[src/rtl/mem_access_arbiter_pkg.sv]
// Shared types for the CPU-side memory access arbiter in front of the SPI flash/PSRAM controller.
package mem_access_arbiter_pkg;

  localparam int unsigned ADDR_W  = 16;
  localparam int unsigned IWORD_W = 16;
  localparam int unsigned DBYTE_W = 8;
  localparam int unsigned TAG_W   = ADDR_W - 1;

  typedef enum logic [1:0] {
    TYPE_IMEM_READ  = 2'd0,
    TYPE_DMEM_WRITE = 2'd2,
    TYPE_DMEM_READ  = 2'd3
  } mem_type_t;

  typedef enum logic [1:0] {
    ST_IDLE,
    ST_ISSUE,
    ST_WAIT_START,
    ST_WAIT_DONE
  } arb_state_t;

endpackage

[src/rtl/mem_access_arbiter_ibuf_line.sv]
// One-entry instruction word buffer: word-address tag, valid bit, 16-bit word and hit compare.
module ibuf_line
  import mem_access_arbiter_pkg::*;
(
  input  logic               clk_in,
  input  logic               reset_in,
  input  logic               load,
  input  logic [TAG_W-1:0]   load_tag,
  input  logic [IWORD_W-1:0] load_data,
  input  logic [TAG_W-1:0]   lookup_tag,
  output logic               hit_c,
  output logic [IWORD_W-1:0] data
);

  logic             valid;
  logic [TAG_W-1:0] tag;

  always_ff @(posedge clk_in or posedge reset_in) begin
    if (reset_in) begin
      valid <= 1'b0;
      tag   <= '0;
      data  <= '0;
    end else if (load) begin
      valid <= 1'b1;
      tag   <= load_tag;
      data  <= load_data;
    end
  end

  assign hit_c = valid && (tag == lookup_tag);

endmodule

[src/rtl/mem_access_arbiter.sv]
// Arbitrates instruction fetches and data accesses onto the single SPI controller request port,
// with a one-word fetch buffer that answers repeated fetches without SPI traffic.
module mem_access_arbiter
  import mem_access_arbiter_pkg::*;
#(
  parameter bit IBUF_EN    = 1'b1,
  parameter bit DATA_FIRST = 1'b1
) (
  input  logic               clk_in,
  input  logic               reset_in,
  input  logic               imem_req_in,
  input  logic [ADDR_W-1:0]  imem_addr_in,
  output logic [IWORD_W-1:0] imem_data_out,
  output logic               imem_ack_out,
  input  logic               dmem_req_in,
  input  logic               dmem_we_in,
  input  logic [ADDR_W-1:0]  dmem_addr_in,
  input  logic [DBYTE_W-1:0] dmem_wdata_in,
  output logic [DBYTE_W-1:0] dmem_rdata_out,
  output logic               dmem_ack_out,
  output logic [ADDR_W-1:0]  mem_addr_out,
  output logic               mem_addr_valid_out,
  output mem_type_t          mem_type_out,
  output logic [DBYTE_W-1:0] mem_wdata_out,
  input  logic [IWORD_W-1:0] flash_data_in,
  input  logic               flash_data_valid_in,
  input  logic [DBYTE_W-1:0] psram_data_in,
  input  logic               psram_data_valid_in,
  input  logic               mem_busy_in
);

  arb_state_t         state_q, state_d;
  logic               last_data_q, last_data_d;
  logic [ADDR_W-1:0]  addr_d;
  mem_type_t          type_d;
  logic [DBYTE_W-1:0] wdata_d;
  logic               addr_valid_d;
  logic               iack_d, dack_d;
  logic [IWORD_W-1:0] idata_d;
  logic [DBYTE_W-1:0] rdata_d;
  logic               ibuf_load;
  logic               ibuf_hit_c;
  logic [IWORD_W-1:0] ibuf_data;

  ibuf_line u_ibuf (
    .clk_in     (clk_in),
    .reset_in   (reset_in),
    .load       (ibuf_load),
    .load_tag   (mem_addr_out[ADDR_W-1:1]),
    .load_data  (flash_data_in),
    .lookup_tag (imem_addr_in[ADDR_W-1:1]),
    .hit_c      (ibuf_hit_c),
    .data       (ibuf_data)
  );

  // A request whose ack is currently showing is already served; the requester drops it next edge.
  logic i_pend_c, d_pend_c, both_c, i_hit_c, pick_data_c;
  assign i_pend_c    = imem_req_in && !imem_ack_out;
  assign d_pend_c    = dmem_req_in && !dmem_ack_out;
  assign both_c      = i_pend_c && d_pend_c;
  assign i_hit_c     = IBUF_EN && ibuf_hit_c;
  assign pick_data_c = d_pend_c && (!i_pend_c || !last_data_q);

  // Next-state and next-output logic; last_data only records winners of real conflicts.
  always_comb begin
    state_d      = state_q;
    last_data_d  = last_data_q;
    addr_d       = mem_addr_out;
    type_d       = mem_type_out;
    wdata_d      = mem_wdata_out;
    addr_valid_d = 1'b0;
    iack_d       = 1'b0;
    dack_d       = 1'b0;
    idata_d      = imem_data_out;
    rdata_d      = dmem_rdata_out;
    ibuf_load    = 1'b0;

    case (state_q)
      ST_IDLE: begin
        if (pick_data_c) begin
          if (!mem_busy_in) begin
            state_d      = ST_ISSUE;
            addr_valid_d = 1'b1;
            addr_d       = dmem_addr_in;
            type_d       = dmem_we_in ? TYPE_DMEM_WRITE : TYPE_DMEM_READ;
            wdata_d      = dmem_wdata_in;
            if (both_c) last_data_d = 1'b1;
          end
        end else if (i_pend_c) begin
          if (i_hit_c) begin
            iack_d  = 1'b1;
            idata_d = ibuf_data;
            if (both_c) last_data_d = 1'b0;
          end else if (!mem_busy_in) begin
            state_d      = ST_ISSUE;
            addr_valid_d = 1'b1;
            addr_d       = {imem_addr_in[ADDR_W-1:1], 1'b0};
            type_d       = TYPE_IMEM_READ;
            if (both_c) last_data_d = 1'b0;
          end
        end
      end
      ST_ISSUE: state_d = ST_WAIT_START;
      ST_WAIT_START: begin
        if (mem_busy_in) state_d = ST_WAIT_DONE;
      end
      ST_WAIT_DONE: begin
        case (mem_type_out)
          TYPE_IMEM_READ: begin
            if (flash_data_valid_in) begin
              state_d   = ST_IDLE;
              iack_d    = 1'b1;
              idata_d   = flash_data_in;
              ibuf_load = 1'b1;
            end
          end
          TYPE_DMEM_READ: begin
            if (psram_data_valid_in) begin
              state_d = ST_IDLE;
              dack_d  = 1'b1;
              rdata_d = psram_data_in;
            end
          end
          default: begin
            if (!mem_busy_in) begin
              state_d = ST_IDLE;
              dack_d  = 1'b1;
            end
          end
        endcase
      end
      default: state_d = ST_IDLE;
    endcase
  end

  always_ff @(posedge clk_in or posedge reset_in) begin
    if (reset_in) begin
      state_q            <= ST_IDLE;
      last_data_q        <= ~DATA_FIRST;
      mem_addr_out       <= '0;
      mem_type_out       <= TYPE_IMEM_READ;
      mem_wdata_out      <= '0;
      mem_addr_valid_out <= 1'b0;
      imem_ack_out       <= 1'b0;
      imem_data_out      <= '0;
      dmem_ack_out       <= 1'b0;
      dmem_rdata_out     <= '0;
    end else begin
      state_q            <= state_d;
      last_data_q        <= last_data_d;
      mem_addr_out       <= addr_d;
      mem_type_out       <= type_d;
      mem_wdata_out      <= wdata_d;
      mem_addr_valid_out <= addr_valid_d;
      imem_ack_out       <= iack_d;
      imem_data_out      <= idata_d;
      dmem_ack_out       <= dack_d;
      dmem_rdata_out     <= rdata_d;
    end
  end

endmodule

[config.mk]
export PLATFORM = sky130hd
export DESIGN_NAME = mem_access_arbiter
export DESIGN_NICKNAME = d
export VERILOG_FILES = /design/src/rtl/mem_access_arbiter_pkg.sv /design/src/rtl/mem_access_arbiter_ibuf_line.sv /design/src/rtl/mem_access_arbiter.sv
export SDC_FILE = /design/constraint.sdc
export NUM_CORES = 1
export LEC_CHECK = 0
export BUFFER_PORTS_ARGS = -buffer_cell sky130_fd_sc_hd__buf_2
export CAP_MARGIN = 30
export CORE_MARGIN = 2
export CORE_UTILIZATION = 40
export CTS_BUF_LIST = sky130_fd_sc_hd__clkbuf_16
export CTS_CLUSTER_DIAMETER = 120
export CTS_CLUSTER_SIZE = 12
export DETAILED_ROUTE_END_ITERATION = 6
export SYNTH_ARGS = -nofsm -noshare
export SYNTH_HDL_FRONTEND = slang
export SYNTH_SLANG_ARGS = --single-unit
[constraint.sdc]
create_clock -name clk_in -period 5.9 [get_ports clk_in]
set_input_delay 0.59 -clock clk_in [delete_from_list [all_inputs] [get_ports clk_in]]
set_output_delay 0.59 -clock clk_in [all_outputs]
set_load 0.02 [all_outputs]
==> summary.md, run 1 <==
| Metric | Value |
|---|---|
| Layout area overhead | 23.7% |
| Register area share after synthesis | 48.9% |
| CORE AREA | 10900 sq um |
| WL final | 10.7 mm |
| Final setup violation count | 0 |
| Synth unique cells | 31 |
| Chip Height | 110 microns |
| IO Count | 125 |
| GR Overflow Total | 0 |
| Clock root cell | clkbuf_16 |
| Mapped Cells | 408 |
| Multi-input gate area | 2180 sq um |
| Antenna violations before repair | 0 |
| Warnings, synthesis | 0 |
| FILL cells | 996 |
| Placement Cell Area | 5260 sq um |
| Reg2reg path depth | 8 |
| IO buf count | 123 |
| Worst path bufs/invs | 2 |
| Drt first pass iters | 6 |
| Global-route wire length before repair | 16.9 mm |
| Delay-heaviest family, CP | buffers and inverters |
| Final net count | 600 |
| Global Route Usage Sum | 18.3% |
| Number of CTS-inserted buffers | 9 |
| Post-synth top flop | dfrtp_1 |
| Post-route cell area | 5570 sq um |
| Worst path max stage delay | 600 ps |
| Asr flop ratio synth | 100% |
| Initial Utilization | 41.3% |
| DR iter-0 viols | 155 |
| Std-Cell Rows | 38 |
| PD cells | 557 nW/um^2 |
| Syn nets | 485 |
| Die Area | 12100 sq um |
| RSZ-0062 raised after global routing | false |
| Worst vdd ir | 0.000226 V |
| Hold WS | 305 ps |
| Leakage | 2.62 nW |
| Fin crit period | 2680 ps |
| DRC | 0 |
| Clk Latency, worst-skew pair | 330 ps |
| Worst min path class | input port to asynchronous set/reset pin |
| Layout cells sized above 1 | 37.9% |
| Worst Setup End Kind | flop |
| Critical path class | flop to flop |
| Max-slew violation count | 0 |
| Vias in the first global route | 3439 |
| Vias per cell | 5.21 |
| Fmax achieved | 373 MHz |
| Status | finished, final reports clean |
| Max cap viols | 0 |
| Ant diodes | 0 |
| Mapped cell area | 4500 sq um |
| TNS Setup | 0 ps |
| Hpwl dp | 7.15 mm |
| H-tree depth | 3 |
| Max FO, Critical Path | 19 |
| Cts repair resizes | 0 |
| Post-CTS Setup Inserts | 0 |
| Placer Congestion | 0.732 |
| Critical Path Source Type | flop |
| Worst EP required | 6120 ps |
| Drt wl/cell | 16.1 microns |
| WP data arrival | 2900 ps |
| Register bit count reported by yosys | 88 |
| Die X | 110 microns |
| Measured slew at the worst slew-check pin | 999 ps |
| Fin Clk Skew | 4.63 ps |
| Largest net degree at the start of global routing | 54 |
| Worst r2r src | state_q[1] |
| Tcrit/Tclk final | 45.5% |
| EDFF count, synth | 0 |
| Register area | 2200 sq um |
| Avg Synthesized Cell Area | 11.0 sq um |
| Worst flop-to-flop path endpoint | imem_data_out[13] |
| Internal reg-to-reg setup slack | 3220 ps |
| Total number of vias | 3477 |
| Clock slew at reported path FFs | 60 ps |
| Cts hold-fix bufs | 0 |
| Post-route ant nets | 0 |
| Clock Sink Count | 88 |
| CP max stage cell | a22o_1 |
| TritonCTS clock tree | built |
| Slew headroom | 33.4% |
| Clk buf depth | 2 |
| CP cell instances | ha_1, buf_4, nand2b_1, a22o_1, buf_6, nor3_1, mux2i_1, nand2_1 |
| Final Hold Vio Count | 0 |
| Final Util | 51.1% |
[logic make-up after synthesis]
group	synth area share, %
and+or+nand+nor	15.0
xor gates and xnor gates	2.92
buffers and inverters	2.98
adders and majority gates	1.39
AOI/OAI and AO/OA	5.26
DFF	48.9
muxes	23.6
[sequential cells by signal, indices dropped and copies added, names as in the netlist]
register,flops
mem_wdata_out,8
state_q,2
mem_type_out,2
imem_data_out,16
mem_addr_out,16
last_data_q,1
dmem_rdata_out,8
dmem_ack_out,1
imem_ack_out,1
u_ibuf.data,16
u_ibuf.valid,1
u_ibuf.tag,15
mem_addr_valid_out,1
[cells in the mapped netlist (2+ instances only)]
master	number	share of area, %
nand2b_1	4	0.56
nor3_1	33	3.7
a21oi_1	2	0.22
a221oi_1	16	3.1
buf_2	5	0.56
mux2_2	53	13
and2_1	17	2.4
nor2b_1	3	0.42
mux2i_1	35	7.8
inv_1	8	0.67
dfrtp_1	88	49
nand2_1	65	5.4
nand4_1	6	0.83
buf_1	5	0.42
nand3_1	5	0.56
o22ai_1	2	0.28
ha_1	5	1.4
nor2_1	4	0.33
xnor2_1	15	2.9
clkbuf_1	16	1.3
o21ai_0	2	0.22
mux2_1	10	2.5
[final cells by class]
class	count	area share [%]
flip-flops and latches	88	39.6
well taps	140	3.15
multi-input cells	286	39.2
inverters	8	0.562
repair buffers	130	12.1
clock buffers	9	4.05
clock inverters	7	1.44
[cells in the final DEF (no fill, tap or decap), types with 9 or more instances in the layout]
master / count
clkbuf_16: 9
a221oi_1: 16
mux2i_1: 35
mux2_1: 10
and2_1: 17
xnor2_1: 15
nand2_1: 65
dfrtp_1: 88
nor3_1: 33
buf_2: 123
mux2_2: 53
inv_1: 10
[per-stage QoR]
stage	instances	power, mW	setup WS [ps]
6_report	668	3.10	3220
5_1_grt	668	3.33	3010
4_1_cts	668	3.14	3210
3_5_place_dp	652	2.53	3130
3_3_place_gp	651	2.46	3110
2_1_floorplan	408	2.10	3030
[where the power goes]
group,total [mW],internal [mW],switching [mW]
Combinational,1.43,0.624,0.801
Sequential,1.08,0.903,0.177
Clock,0.595,0.364,0.230
[worst max-delay path by stage]
stage,startpoint,depth (start not counted),to,slack [ps]
after floorplan,reset_in,1,dmem_ack_out,3030
after global routing,state_q[1],8,imem_data_out[13],3010
final,state_q[1],8,imem_data_out[13],3220
after detailed placement,imem_addr_in[6],7,mem_addr_out[14],3130
after global placement,imem_addr_in[13],7,mem_addr_out[10],3110
after CTS,state_q[1],8,imem_data_out[13],3210
[layer usage]
metal / global-route usage (%) / wire length, microns / vias to the layer above
met3: 4.41 / 539 / 10
met5: 0 / 0 / -
li1: - / - / 1668
met2: 28.7 / 5160 / 80
met4: 7.05 / 134 / 0
met1: 24.6 / 4890 / 1719
No activity file was read; power rests on OpenSTA's default activity.
==> run 2: changes to the inputs <==
- ABC_AREA: unset -> 1
- clock period: 5.9 -> 2.6 ns (I/O delays scaled with it)
==> run 2 against run 1 <==
  * Critical path depth increased by 2
  * Register-to-register slack got worse by 2700 ps
  * Routed wire length decreased by 1.9%
==> summary.md, run 2 <==
| Metric | Value |
|---|---|
| WP data arrival | 2340 ps (-560 ps) |
| Global-route wire length before repair | 17.6 mm (+3.9%) |
| Worst Setup End Kind | flop |
| Worst min path class | input port to asynchronous set/reset pin |
| Critical path class | flop to flop |
| WL final | 10.5 mm (-1.9%) |
| Mapped cell area | 4380 sq um (-2.7%) |
| Layout cells sized above 1 | 25.4% (-13 points) |
| Compound-cell area share of the yosys netlist | 8.03% (+2.8 points) |
| Clock slew at reported path FFs | 60 ps (about the same) |
| Vias per cell | 4.72 (-9.4%) |
| Mapped Cells | 564 (+38%) |
| Dpl cells | 812 (+25%) |
| Antenna violations before repair | 0 (unchanged) |
| Max FO, Critical Path | 27 (+8) |
| Vias in the first global route | 3708 (+7.8%) |
| Register area share after synthesis | 50.3% (+1.3 points) |
| CP most frequent cell | nand2_1 |
| IO Count | 125 (unchanged) |
| Final setup violation count | 0 (unchanged) |
| Worst slack, placed | 306 ps (-2820 ps) |
| Clk Latency, worst-skew pair | 340 ps (about the same) |
| Placer Congestion | 0.815 (+11%) |
| CP cell instances | ha_2, nand2_1, nor2_2, inv_2, o21ai_1, o21ai_1, inv_2, nand2_4, nand2_1, nand2_1 |
| TNS Setup | 0 ps (unchanged) |
| Power Total | 6.20 mW (+100%) |
| Avg Synthesized Cell Area | 7.76 sq um (-30%) |
| Initial Utilization | 40.8% (-0.57 points) |
| IO buf count | 123 (unchanged) |
| Slew headroom | 49.4% (+16 points) |
| PD cells | 1150 nW/um^2 (+110%) |
| H-tree depth | 3 (unchanged) |
| Post-synthesis mux area share | 2.06% (-21 points) |
| CORE AREA | 10700 sq um (-1.3%) |
| Warnings, synthesis | 0 (unchanged) |
| Clock root cell | clkbuf_16 |
| Area share of the leading cell type in the synthesized netlist | 50.3% (+1.3 points) |
| Synth area leaders | dfrtp_1 50%, nand2_1 20%, o21ai_0 6.1% |
| RSZ-0062 raised after global routing | false |
| Clock power share | 20.4% (+1.2 points) |
| Ant diodes | 0 (unchanged) |
| Std-Cell Rows | 38 (unchanged) |
| Synth Area in Simple Gates | 29.2% (+14 points) |
| Tcrit/Tclk final | 81.5% (+36 points) |
| Post-route ant nets | 0 (unchanged) |
| Drt wl/cell | 12.7 microns (-21%) |
| Synth unique cells | 30 (-3.2%) |
| Register bit count reported by yosys | 88 (unchanged) |
| Leakage | 3.04 nW (+16%) |
| CP max stage cell | dfrtp_1 |
| Die Area | 11800 sq um (-2.6%) |
| Clock Sink Count | 88 (unchanged) |
| DRC | 0 (unchanged) |
| Worst vdd ir | 0.000464 V (+100%) |
| Final Hold Vio Count | 0 (unchanged) |
| Sw power | 2.60 mW (+110%) |
| Hpwl dp | 7.54 mm (+5.4%) |
| Chip Height | 109 microns (-1.3%) |
| Layout area overhead | 23.1% |
| Final Worst Setup Slack | 481 ps (-2740 ps) |
| Switch share | 41.9% (+2.9 points) |
| Drt first pass iters | 5 (-1) |
| Commonest cells in the netlist | 232 x nand2_1, 88 x dfrtp_1, 58 x inv_1 |
| Most frequent cells in the layout | 232 x nand2_1, 123 x buf_2, 88 x dfrtp_1 |
| TritonCTS clock tree | built |
| Critical Path Source Type | flop |
| Largest net degree at the start of global routing | 47 (-13%) |
| Sequential share of power | 37.0% (+2.2 points) |
| Comb pwr share | 42.6% (-3.4 points) |
| DR iter-0 viols | 141 (-9.0%) |
| Max-slew violation count | 0 (unchanged) |
| Status | finished, final reports clean |
| Placement Cell Area | 5100 sq um (-3.0%) |
| Syn nets | 641 (+32%) |
| Largest family of logic cells by synthesized area | simple AND/OR/NAND/NOR gates |
| Xor/xnor cell area share of the yosys netlist | 0.600% (-2.3 points) |
| Fin Clk Skew | 5.88 ps (+1.25 ps) |
| Post-synth top flop | dfrtp_1 |
| Number of CTS-inserted buffers | 9 (unchanged) |
| Pint | 3.60 mW (+90%) |
| GR Overflow Total | 0 (unchanged) |
| Post-route cell area | 5390 sq um (-3.1%) |
| Final net count | 760 (+27%) |
| Clk buf depth | 2 (unchanged) |
| Asr flop ratio synth | 100% (unchanged) |
| Fmax achieved | 472 MHz (+27%) |
| Fin crit period | 2120 ps (-563 ps) |
| Measured slew at the worst slew-check pin | 757 ps (-241 ps) |
| Global Route Usage Sum | 19.1% (+0.77 points) |
| EDFF count, synth | 0 (unchanged) |
| Worst path max stage delay | 390 ps (-210 ps) |
| Worst EP required | 2830 ps (-3290 ps) |
| Final Non-Filler Cells | 826 (+24%) |
| Max cap viols | 0 (unchanged) |
| Leading area contributor after synthesis | dfrtp_1 |
| Total number of vias | 3897 (+12%) |
| Most common cell after layout, fill and taps aside | nand2_1 |
| Post-synthesis adder-cell area fraction | 1.43% (+0.038 points) |
| Die X | 109 microns (-1.3%) |
| Top flop regs | imem_data_out: 16 flops, mem_addr_out: 16 flops, u_ibuf.data: 16 flops |
| Cell with the most instances after synthesis | nand2_1 |
==> run 2: cell types whose count changed in the layout (fill, tap and decap cells not counted), sizes merged, moves of 13 or more <==
cell | before | now
nand3 | 5 | 44
a221oi | 16 | 0
xnor2 | 15 | 2
and2 | 17 | 1
mux2i | 35 | 0
nand2 | 65 | 238
nor2 | 4 | 17
o21ai | 2 | 62
inv | 10 | 66
nor3 | 33 | 1
mux2 | 63 | 8
==> run 2: metal layers <==
layer,vias to the layer above,GRT usage (%),share of wire [%]
met1,1798,26.1,48
met5,-,0,0
met2,91,30.3,46
met4,0,7.97,1.8
li1,1997,-,-
met3,11,3.05,4.7
==> run 2: power groups by stage <==
stage	logic (mW)	clock network, mW	registers [mW]
final	2.64	1.26	2.29
after global routing	3.02	1.35	2.38
after floorplan	1.54	0	2.68
after CTS	2.67	1.30	2.30
after global placement	2.61	0	2.29
after detailed placement	2.66	0	2.31
==> run 2: layout make-up <==
| type | count | area (sq um) |
|---|---|---|
| well taps | 140 | 175 |
| inverters | 67 | 253 |
| multi-input cells | 389 | 1810 |
| flip-flops and latches | 88 | 2200 |
| fillers | 1080 | 5350 |
| repair buffers | 128 | 666 |
| clock inverters | 5 | 60.1 |
| clock buffers | 9 | 225 |
==> run 2: through the flow <==
step | util [%] | hold WS [ps]
after floorplan | - | 350
after global routing | 50.2 | 85.5
after detailed placement | 47.5 | 416
after CTS | 50.2 | 48.5
final | 50.2 | 25.6
after global placement | 47.5 | 410
==> run 2: what timing repair did <==
| action | 4_1_cts | 5_1_grt |
|---|---|---|
| endpoints found under the hold margin | 0 | 0 |
| hold buffers | 0 | 0 |
| setup buffers | 0 | 0 |
| endpoints found under the setup margin | 0 | 1 |
| gates resized for setup | 0 | 1 |
==> run 2: worst paths after layout <==
check | from | to | slack (ps) | cells after the start
setup / recovery | state_q[1] | imem_data_out[1] | 480 | 10
hold / removal | reset_in | dmem_rdata_out[5] | 30 | 2
setup reg to reg | state_q[1] | imem_data_out[1] | 480 | 10
hold reg to reg | imem_data_out[5] | imem_data_out[5] | 470 | 2
max in group asynchronous | reset_in | mem_addr_out[3] | 1870 | 3
min in group clk_in | dmem_wdata_in[3] | mem_wdata_out[3] | 110 | 3
==> run 2: logic make-up after synthesis <==
family,count (synthesis)
flip-flops,88
AO/OA/AOI/OAI,69
adder cells (fa/ha/maj),5
AND/OR/NAND/NOR,304
multiplexers,8
buffers and inverters,87
XOR/XNOR,3
==> run 2: critical path: cells and delay by family (launching register included) <==
family | cells | cell delay (ps)
AOI/OAI and AO/OA | 2 | 210
DFF | 1 | 390
and+or+nand+nor | 5 | 620
buffers and inverters | 2 | 430
adders and majority gates | 1 | 360
==> run 3: changes to the inputs <==
- clock period: 2.6 -> 2.2 ns (I/O delays scaled with it)
==> run 3 against run 2 <==
  * Clock skew rose by 1.9 ps
  * Combinational power rose by 19%
  * Final area rose by 1.2%
  * Critical path depth fell by 2
  * Clock power rose by 21%
  * Total power rose by 19%
  * Sequential share of layout area fell by 0.50 points
  * Highest routed layer unchanged
==> summary.md, run 3 (same netlist as run 2, synthesis figures left out) <==
| Metric | Value |
|---|---|
| Status | finished, final reports clean |
| Die Area | 11800 sq um (unchanged) |
| Worst path max stage delay | 400 ps (about the same) |
| Fin crit period | 1880 ps (-240 ps) |
| PD cells | 1350 nW/um^2 (+18%) |
| Sequential share of power | 36.7% (-0.3 points) |
| Pint | 4.29 mW (+19%) |
| Clock slew at reported path FFs | 60 ps (about the same) |
| Ant diodes | 0 (unchanged) |
| Comb pwr share | 42.7% (about the same) |
| Worst EP required | 2470 ps (-360 ps) |
| Antenna violations before repair | 0 (unchanged) |
| Leakage | 3.09 nW (+1.7%) |
| Worst vdd ir | 0.000553 V (+19%) |
| Critical Path Source Type | flop |
| Initial Utilization | 40.8% (unchanged) |
| Critical path class | flop to flop |
| Power Total | 7.38 mW (+19%) |
| Worst min path class | input port to flop |
| Cts hold-fix bufs | 1 (+1) |
| CP max stage cell | dfrtp_1 |
| Vias per cell | 4.72 (about the same) |
| Final Util | 50.8% (+0.62 points) |
| WL final | 10.4 mm (-1.1%) |
| Layout area overhead | 24.6% |
| Total number of vias | 3928 (+0.80%) |
| Tcrit/Tclk final | 85.4% (+3.9 points) |
| Drt wl/cell | 12.5 microns (-1.9%) |
| Measured slew at the worst slew-check pin | 576 ps (-181 ps) |
| Max cap viols | 0 (unchanged) |
| Global Route Usage Sum | 18.6% (-0.47 points) |
| Post-CTS Setup Inserts | 0 (unchanged) |
| RSZ-0062 raised after global routing | false |
| Max-slew violation count | 0 (unchanged) |
| Die X | 109 microns (unchanged) |
| Slew headroom | 61.5% (+12 points) |
| Top flop regs | imem_data_out: 16 flops, mem_addr_out: 16 flops, u_ibuf.data: 16 flops |
| Sw power | 3.09 mW (+19%) |
| Number of CTS-inserted buffers | 9 (unchanged) |
| Hpwl dp | 7.63 mm (+1.2%) |
| TNS Setup | 0 ps (unchanged) |
| Vias in the first global route | 3659 (-1.3%) |
| Layout cells sized above 1 | 25.7% (+0.32 points) |
| Clk Latency, worst-skew pair | 340 ps (about the same) |
| Switch share | 41.9% (-0.075 points) |
| FILL cells | 1077 (-0.28%) |
| DR iter-0 viols | 224 (+59%) |
| Final net count | 765 (+0.66%) |
| Final setup violation count | 0 (unchanged) |
| CP cell instances | inv_1, ha_1, inv_2, nor2_2, nand2_2, buf_12, or2_1, nand2_1 |
| DRC | 0 (unchanged) |
| Post-route ant nets | 0 (unchanged) |
| Global-route wire length before repair | 17.3 mm (-1.8%) |
| WP data arrival | 2150 ps (-190 ps) |
| GR Overflow Total | 0 (unchanged) |
| Clock Sink Count | 88 (unchanged) |
| Final Hold Vio Count | 0 (unchanged) |
| Drt first pass iters | 4 (-1) |
| Worst Setup End Kind | flop |
| Max FO, Critical Path | 19 (-30%) |
| CORE AREA | 10700 sq um (unchanged) |
| Most frequent cells in the layout | 232 x nand2_1, 123 x buf_2, 88 x dfrtp_1 |
| Largest net degree at the start of global routing | 49 (+4.3%) |
| Clock root cell | clkbuf_16 |
| H-tree depth | 3 (unchanged) |
| IO buf count | 123 (unchanged) |
| Fmax achieved | 532 MHz (+13%) |
| Chip Height | 109 microns (unchanged) |
| Most common cell after layout, fill and taps aside | nand2_1 |
| TritonCTS clock tree | built |
| IO Count | 125 (unchanged) |
| Clk buf depth | 2 (unchanged) |
| Std-Cell Rows | 38 (unchanged) |
| Clock power share | 20.6% (+0.2 points) |
| Cts repair resizes | 0 (unchanged) |
| Placer Congestion | 0.847 (+3.9%) |
| Fin Clk Skew | 7.78 ps (+1.90 ps) |
==> run 3: cell types whose count changed in the layout (fill, tap and decap cells not counted), sizes merged <==
cell         before  now
buf             128  132
clkinv            1    5
clkinvlp          4    1
dlygate4sd3       0    1
inv              66   67
==> run 3: path summary, 6_finish.rpt <==
| check | from | to | slack, ps | cells after the start |
|---|---|---|---|---|
| worst max register to register | state_q[0] | mem_type_out[0] | 320 | 8 |
| worst max-delay path | state_q[0] | mem_type_out[0] | 320 | 8 |
| worst min-delay path | dmem_wdata_in[5] | mem_wdata_out[5] | 80 | 3 |
| worst min register to register | imem_data_out[1] | imem_data_out[1] | 470 | 2 |
| max in group asynchronous | reset_in | u_ibuf.data[1] | 1080 | 4 |
| min in group asynchronous | reset_in | u_ibuf.tag[2] | 490 | 3 |
==> run 3: layer usage <==
layer / global-route usage (%) / vias to the layer above / share of wire (%)
met2: 29.2 / 98 / 46
met3: 3.65 / 5 / 5.2
met5: 0 / - / 0
met1: 26.4 / 1814 / 48
li1: - / 2011 / -
met4: 5.49 / 0 / 0.94
==> run 3: critical path, delay by kind of cell, from the launching register on <==
| family | cells | cell delay (ps) |
|---|---|---|
| buf+inv | 3 | 440 |
| fa+ha+maj | 1 | 280 |
| simple gates | 4 | 700 |
| flops | 1 | 400 |
==> run 3: area by class of cell <==
class                   instances  area [sq um]  share of cell area [%]
flip-flops and latches         88          2200                    40.3
inverters                      67           255                    4.68
clock buffers                   9           225                    4.13
clock inverters                 7          73.8                    1.35
multi-input cells             389          1810                    33.1
well taps                     140           175                    3.21
repair buffers                133           718                    13.2
==> run 3: per-stage QoR <==
stage / hold WS, ps / instances / instance area, sq um / setup WS [ps]
3_3_place_gp: 311 / 816 / 5150 / 392
6_report: 76.2 / 833 / 5460 / 321
4_1_cts: 67.6 / 833 / 5460 / 308
3_5_place_dp: 316 / 816 / 5150 / 328
2_1_floorplan: 310 / 564 / 4380 / 558
5_1_grt: 80.9 / 833 / 5460 / 157
==> run 3: power groups by stage <==
stage / combinational [mW] / clock [mW] / sequential, mW
6_report: 3.15 / 1.52 / 2.71
2_1_floorplan: 1.82 / 0 / 3.17
4_1_cts: 3.19 / 1.56 / 2.71
3_5_place_dp: 3.18 / 0 / 2.73
3_3_place_gp: 3.11 / 0 / 2.71
5_1_grt: 3.59 / 1.64 / 2.81
